**src/rtl/jpeg_dec_d1_pixout_qout_pkg.sv**
```systemverilog
// Shared definitions for the decoder page output queues: token layout,
// pack/unpack helpers and the default queue geometry.
package jpeg_dec_d1_pixout_qout_pkg;

  localparam int TOKEN_W       = 9;
  localparam int DEFAULT_DEPTH = 4;
  localparam int DEFAULT_SLACK = 1;

  typedef logic [TOKEN_W-1:0] token_t;

  // Token layout is {d[7:0], e}
  function automatic token_t pack_token(input logic [7:0] d, input logic e);
    return {d, e};
  endfunction

  function automatic logic [7:0] token_data(input token_t t);
    return t[TOKEN_W-1:1];
  endfunction

  function automatic logic token_eos(input token_t t);
    return t[0];
  endfunction

endpackage

```
**src/rtl/jpeg_dec_d1_pixout_qout_if.sv**
```systemverilog
// v/b token stream link: data, end-of-stream flag, valid and backpressure.
interface jpeg_dec_d1_pixout_qout_if;
  logic [7:0] d;
  logic       e;
  logic       v;
  logic       b;

  modport master (output d, output e, output v, input b);
  modport slave  (input d, input e, input v, output b);
endinterface

```
**src/rtl/jpeg_dec_d1_pixout_qout_q_fifo_sync.sv**
```systemverilog
// Generic single-clock circular buffer with occupancy count, full and empty.
// Storage is not reset; only pointers and count are.
module q_fifo_sync #(
  parameter int WIDTH = 9,
  parameter int DEPTH = 4
) (
  input  logic                       clock,
  input  logic                       reset,
  input  logic                       push,
  input  logic                       pop,
  input  logic [WIDTH-1:0]           wdata,
  output logic [WIDTH-1:0]           rdata,
  output logic [$clog2(DEPTH):0]     count,
  output logic                       full,
  output logic                       empty
);

  localparam int AW = $clog2(DEPTH);
  localparam int CW = AW + 1;

  logic [WIDTH-1:0] mem_r [DEPTH];
  logic [AW-1:0]    wptr_r;
  logic [AW-1:0]    rptr_r;
  logic [CW-1:0]    count_r;
  logic             do_push_s;
  logic             do_pop_s;

  // Qualify requests: never pop empty, never push full unless a pop frees a slot
  always_comb begin
    do_pop_s  = pop && (count_r != CW'(0));
    do_push_s = push && ((count_r != CW'(DEPTH)) || do_pop_s);
  end

  // Storage write port
  always_ff @(posedge clock) begin
    if (do_push_s) begin
      mem_r[wptr_r] <= wdata;
    end
  end

  // Pointer and occupancy state; DEPTH is a power of two so pointers wrap naturally
  always_ff @(posedge clock) begin
    if (reset) begin
      wptr_r  <= AW'(0);
      rptr_r  <= AW'(0);
      count_r <= CW'(0);
    end else begin
      if (do_push_s) begin
        wptr_r <= wptr_r + AW'(1);
      end
      if (do_pop_s) begin
        rptr_r <= rptr_r + AW'(1);
      end
      case ({do_push_s, do_pop_s})
        2'b10:   count_r <= count_r + CW'(1);
        2'b01:   count_r <= count_r - CW'(1);
        default: count_r <= count_r;
      endcase
    end
  end

  // Status and head-of-queue read
  always_comb begin
    rdata = mem_r[rptr_r];
    count = count_r;
    full  = (count_r == CW'(DEPTH));
    empty = (count_r == CW'(0));
  end

endmodule

```
**src/rtl/jpeg_dec_d1_pixout_qout.sv**
```systemverilog
// Inter-page output queue: buffers the page's token stream toward the consumer,
// raising backpressure SLACK entries early and flagging overflow drops.
module jpeg_dec_d1_pixout_qout
  import jpeg_dec_d1_pixout_qout_pkg::*;
#(
  parameter int DEPTH = DEFAULT_DEPTH,
  parameter int SLACK = DEFAULT_SLACK
) (
  input  logic                             clock,
  input  logic                             reset,
  jpeg_dec_d1_pixout_qout_if.slave         qin,
  jpeg_dec_d1_pixout_qout_if.master        qout,
  output logic                             ovf
);

  localparam int              CW     = $clog2(DEPTH) + 1;
  localparam logic [CW-1:0]   THRESH = CW'(DEPTH - SLACK);

  token_t          wdata_s;
  token_t          rdata_s;
  logic [CW-1:0]   count_s;
  logic            full_s;
  logic            empty_s;
  logic            push_s;
  logic            pop_s;
  logic            drop_s;
  logic            ovf_r;

  // Push/pop decode; qin_b never gates a push, only a truly full queue drops
  always_comb begin
    pop_s   = !empty_s && !qout.b;
    drop_s  = qin.v && full_s && !pop_s;
    push_s  = qin.v && !drop_s;
    wdata_s = pack_token(qin.d, qin.e);
  end

  q_fifo_sync #(
    .WIDTH (TOKEN_W),
    .DEPTH (DEPTH)
  ) u_fifo (
    .clock (clock),
    .reset (reset),
    .push  (push_s),
    .pop   (pop_s),
    .wdata (wdata_s),
    .rdata (rdata_s),
    .count (count_s),
    .full  (full_s),
    .empty (empty_s)
  );

  // Sticky overflow flag, cleared only by reset
  always_ff @(posedge clock) begin
    if (reset) begin
      ovf_r <= 1'b0;
    end else if (drop_s) begin
      ovf_r <= 1'b1;
    end else begin
      ovf_r <= ovf_r;
    end
  end

  // Stream port mapping; everything here depends on registered state only
  always_comb begin
    qin.b  = (count_s >= THRESH);
    qout.v = !empty_s;
    qout.d = token_data(rdata_s);
    qout.e = token_eos(rdata_s);
    ovf    = ovf_r;
  end

endmodule

```
**src/flat_wrapper.sv**
```systemverilog
// flat-port wrapper written by rule: the top's interface ports become plain ports
module jpeg_dec_d1_pixout_qout_flat import jpeg_dec_d1_pixout_qout_pkg::*;
#(
  parameter int DEPTH = DEFAULT_DEPTH,
  parameter int SLACK = DEFAULT_SLACK
)
  (clock, reset, ovf, qin_d, qin_e, qin_v, qin_b, qout_d, qout_e, qout_v, qout_b);
  jpeg_dec_d1_pixout_qout_if qin_i ();
  jpeg_dec_d1_pixout_qout_if qout_i ();
  input  logic clock;
  input  logic reset;
  output logic ovf;
  input wire logic [$bits(qin_i.d)-1:0] qin_d;
  input wire logic [$bits(qin_i.e)-1:0] qin_e;
  input wire logic [$bits(qin_i.v)-1:0] qin_v;
  output wire logic [$bits(qin_i.b)-1:0] qin_b;
  output wire logic [$bits(qout_i.d)-1:0] qout_d;
  output wire logic [$bits(qout_i.e)-1:0] qout_e;
  output wire logic [$bits(qout_i.v)-1:0] qout_v;
  input wire logic [$bits(qout_i.b)-1:0] qout_b;
  assign qin_i.d = qin_d;
  assign qin_i.e = qin_e;
  assign qin_i.v = qin_v;
  assign qin_b = qin_i.b;
  assign qout_d = qout_i.d;
  assign qout_e = qout_i.e;
  assign qout_v = qout_i.v;
  assign qout_i.b = qout_b;
  jpeg_dec_d1_pixout_qout #(.DEPTH(DEPTH), .SLACK(SLACK)) u_core (.clock(clock), .reset(reset), .qin(qin_i), .qout(qout_i), .ovf(ovf));
endmodule
```
**config.mk**
```make
export PLATFORM = sky130hd
export DESIGN_NAME = jpeg_dec_d1_pixout_qout_flat
export DESIGN_NICKNAME = d
export VERILOG_FILES = /design/src/rtl/jpeg_dec_d1_pixout_qout_pkg.sv /design/src/rtl/jpeg_dec_d1_pixout_qout_if.sv /design/src/rtl/jpeg_dec_d1_pixout_qout_q_fifo_sync.sv /design/src/rtl/jpeg_dec_d1_pixout_qout.sv /design/src/flat_wrapper.sv
export SDC_FILE = /design/constraint.sdc
export NUM_CORES = 1
export LEC_CHECK = 0
export ABC_AREA = 1
export ABC_CLOCK_PERIOD_IN_PS = 2580
export CORE_UTILIZATION = 35
export CTS_BUF_LIST = sky130_fd_sc_hd__clkbuf_4 sky130_fd_sc_hd__clkbuf_8
export DETAILED_ROUTE_END_ITERATION = 7
export SLEW_MARGIN = 20
export SYNTH_ARGS = -nofsm -noshare
export SYNTH_HDL_FRONTEND = slang
export SYNTH_SLANG_ARGS = --single-unit
export TNS_END_PERCENT = 30
```
**constraint.sdc**
```tcl
create_clock -name clock -period 2.58 [get_ports clock]
set_clock_uncertainty 0.1 [all_clocks]
set_input_delay 0.516 -clock clock [delete_from_list [all_inputs] [get_ports clock]]
set_output_delay 0.516 -clock clock [all_outputs]
set_load 0.02 [all_outputs]
```
==> results by group <==
Routing
  – WL final: 3.373 mm
  – Drt drc: 0
  – Vias per std cell: 4.526
  – Routed length per instance: 12.59 um
  – Met3 WL post-DR: 120 um
  – Highest routed layer: met4
  – Drt pass-1 iters: 4
  – Initial drt markers: 66
  – Vias after detailed routing: 1213
  – Wl on met1: 1.508 mm
  – Routed Antenna Nets: 0
  – Met2 WL: 1.662 mm

Placed design
  – Pre-CTS WS: 159.8 ps
  – Port buffer count: 24
  – Inst Count DP: 260
  – Post-DP HPWL: 2.197 mm
  – Post-Place Cell Area: 2231 um^2
  – Gpl congestion: 0.6910

Yosys
  – Largest cells by area after synthesis: edfxtp_1, dfxtp_1, nor2_1, o21ai_0, inv_1
  – Mux contribution to synthesized area: 0%
  – Cells after synthesis: 163
  – Post-synthesis compound-gate area fraction: 10.14%
  – Adder-cell share of the synthesized area: 4.374%
  – Synth cell types: 21
  – Sequential fraction of the synthesis area: 67.86%
  – Synth area leader: edfxtp_1
  – Mapped Nets: 182
  – Area share of and/or/nand/nor cells after synthesis: 11.73%
  – #FFs+latches synth: 46
  – Synth Area in XOR/XNOR: 0%
  – Top cell type's share of synthesized area: 57.26%
  – YS warnings: 0
  – Syn_area_per_cell: 11.58 um^2
  – Cell area after synthesis: 1888 um^2
  – Largest family of logic cells by synthesized area: simple AND/OR/NAND/NOR gates

Worst setup path
  – Critical Path Max Stage Delay: 620 ps
  – Required time of the worst setup path: 1960 ps
  – Crit path to: qout_d[4]
  – Worst R2R End: u_core.u_fifo.count[2]
  – R2R Setup Slk: 680 ps
  – Setup Crit Path Kind: flip-flop to output pin
  – Nature of the critical path startpoint: flip-flop
  – Worst Setup End Kind: output pin
  – CP Max Fanout: 16
  – Critical-path top delay cell: clkdlybuf4s50_1
  – Worst EP arrival: 1850 ps
  – Reg-to-reg startpoint: u_core.u_fifo.count[0]
  – Reg2reg path depth: 12
  – Crit path cell chain: buf_4 -> o21ai_0 -> o22ai_1 -> clkdlybuf4s50_1

Worst hold path
  – Worst min path class: flip-flop to flip-flop

GRT
  – Largest net degree at the start of global routing: 19
  – Total track usage: 12.89%
  – Number of global-route vias before repair: 1157
  – Total gr overflow: 0
  – First-pass GRT wire length: 5.161 mm
  – Initial antenna violation count: 0

Outcome
  – Outcome: finished clean

Final layout
  – Share of post-route cells with drive strength above 1: 11.11%
  – Non-Filler Instances: 268
  – Syn-to-layout area delta: 23.26%
  – Ant. Diodes: 0
  – Design area: 2327 um^2
  – Net count reported at finish: 216

Die
  – Row cnt: 26
  – Top Ports: 25
  – Initial Utilization: 36.73%
  – Die height: 75.45 um
  – Die area: 5692 um^2
  – Core area: 5140 um^2
  – Die Width: 75.45 um

Timing
  – Setup TNS: 0 ps
  – Worst-margin pin slew: 239.0 ps
  – Hold WS: 367.3 ps
  – Final Hold Viols: 0
  – RSZ-0062 raised after global routing: false
  – Fin crit period: 2469 ps
  – Setup violators final: 0
  – F_max: 0.4050 GHz
  – Final Max Tran Viols: 0
  – Rel. slew slack: 84.04%
  – Final Cycle Share: 95.71%
  – Final worst setup slack: 110.7 ps

Clock network
  – Root Buffer Master: clkbuf_8
  – Worst skew pair latency: 290 ps
  – Clk pin slew, worst setup/hold paths: 80 ps
  – CTS tree: built
  – CTS buffer count: 5
  – CTS max path bufs: 2
  – CTS HTree Levels: 2
  – Sink Count: 46

Power and ir drop
  – Pwr dens: 859.3 nW/um^2
  – Peak supply drop: 505.5 uV
  – Leak pwr: 0.8897 nW

Run
  – MaxCap Viol Count: 0
registers in the layout (all words and copies together), names as in the netlist, named ones only:
name                  cells
u_core.u_fifo.mem_r      36
u_core.ovf                1
u_core.u_fifo.wptr_r      2
u_core.u_fifo.rptr_r      2
u_core.u_fifo.count       3
cell usage in the layout (no fill, tap or decap), types with 2 or more instances in the layout:
cell             count
a21oi_1              6
buf_4                6
clkbuf_8             5
clkdlybuf4s50_1     20
dfxtp_1              9
dlymetal6s2s_1       4
edfxtp_1            36
ha_1                 5
inv_1               18
inv_2                2
nand2_1             12
nand2_2              2
nand3_1              5
nor2_1              28
o21ai_0             19
o21ai_1              2
o22ai_1              9
where the power goes:
part | total, mW | internal [mW] | switching [mW]
Sequential | 0.933 | 0.876 | 0.0566
Clock | 0.416 | 0.197 | 0.220
Combinational | 0.651 | 0.270 | 0.380
worst max-delay path, delay by kind of cell, from the launching register on:
family,cells,cell delay [ps]
flip-flops,1,420
AO/OA/AOI/OAI,2,270
buffers and inverters,2,870
area by class of cell:
| type | instances | area, um^2 |
|---|---|---|
| well taps | 70 | 87.58 |
| flip-flops and latches | 46 | 1282 |
| multi-input cells | 93 | 495.5 |
| inverters | 21 | 81.33 |
| clock inverters | 2 | 8.758 |
| repair buffers | 30 | 295.3 |
| fillers | 514 | 2813 |
| clock buffers | 6 | 76.32 |
worst min-delay path by stage:
stage	depth (start not counted)	slack [ps]	to	startpoint
finish	2	370	u_core.ovf	u_core.ovf
global route	2	410	u_core.ovf	u_core.ovf
CTS	2	370	u_core.ovf	u_core.ovf
detailed placement	2	350	u_core.ovf	u_core.ovf
global placement	2	340	u_core.ovf	u_core.ovf
floorplan	2	360	flip-flop	u_core.u_fifo.rptr_r[1]
cell usage after synthesis:
library cell	instances
edfxtp_1	36
nor2_1	28
inv_1	19
o21ai_0	19
nand2_1	12
dfxtp_1	10
o22ai_1	9
a21oi_1	6
ha_1	5
nand3_1	5
buf_6	2
nand2_2	2
o21ai_1	2
buf_4	1
fa_1	1
inv_2	1
inv_4	1
nand3_2	1
nand4_1	1
nor2_2	1
nor2_4	1
cells by family (layout without fill, tap and decap cells):
| logic type | after synthesis | count (layout) |
|---|---|---|
| AOI/OAI and AO/OA | 36 | 36 |
| DFF | 46 | 46 |
| adders and majority gates | 6 | 6 |
| buffers and inverters | 24 | 59 |
| and+or+nand+nor | 51 | 51 |
metrics by stage:
step	total power, mW	util (%)
finish	2.000	45.28
floorplan	1.358	-
detailed placement	1.614	43.40
global route	2.119	45.28
global placement	1.606	43.40
CTS	2.031	45.06
what timing repair did:
action | 4_1_cts | 5_1_grt
hold endpoints to repair | 0 | 0
resized for setup | 1 | 5
hold buffers | 0 | 0
buffers inserted | 0 | 0
setup endpoints to repair | 4 | 5
routing by layer:
metal | track usage, % | vias to the layer above
li1 | - | 626
met1 | 14.27 | 556
met2 | 22.72 | 24
met3 | 3.042 | 7
met4 | 7.407 | 0
met5 | 0 | -
Power figures use the tool's default switching activity.
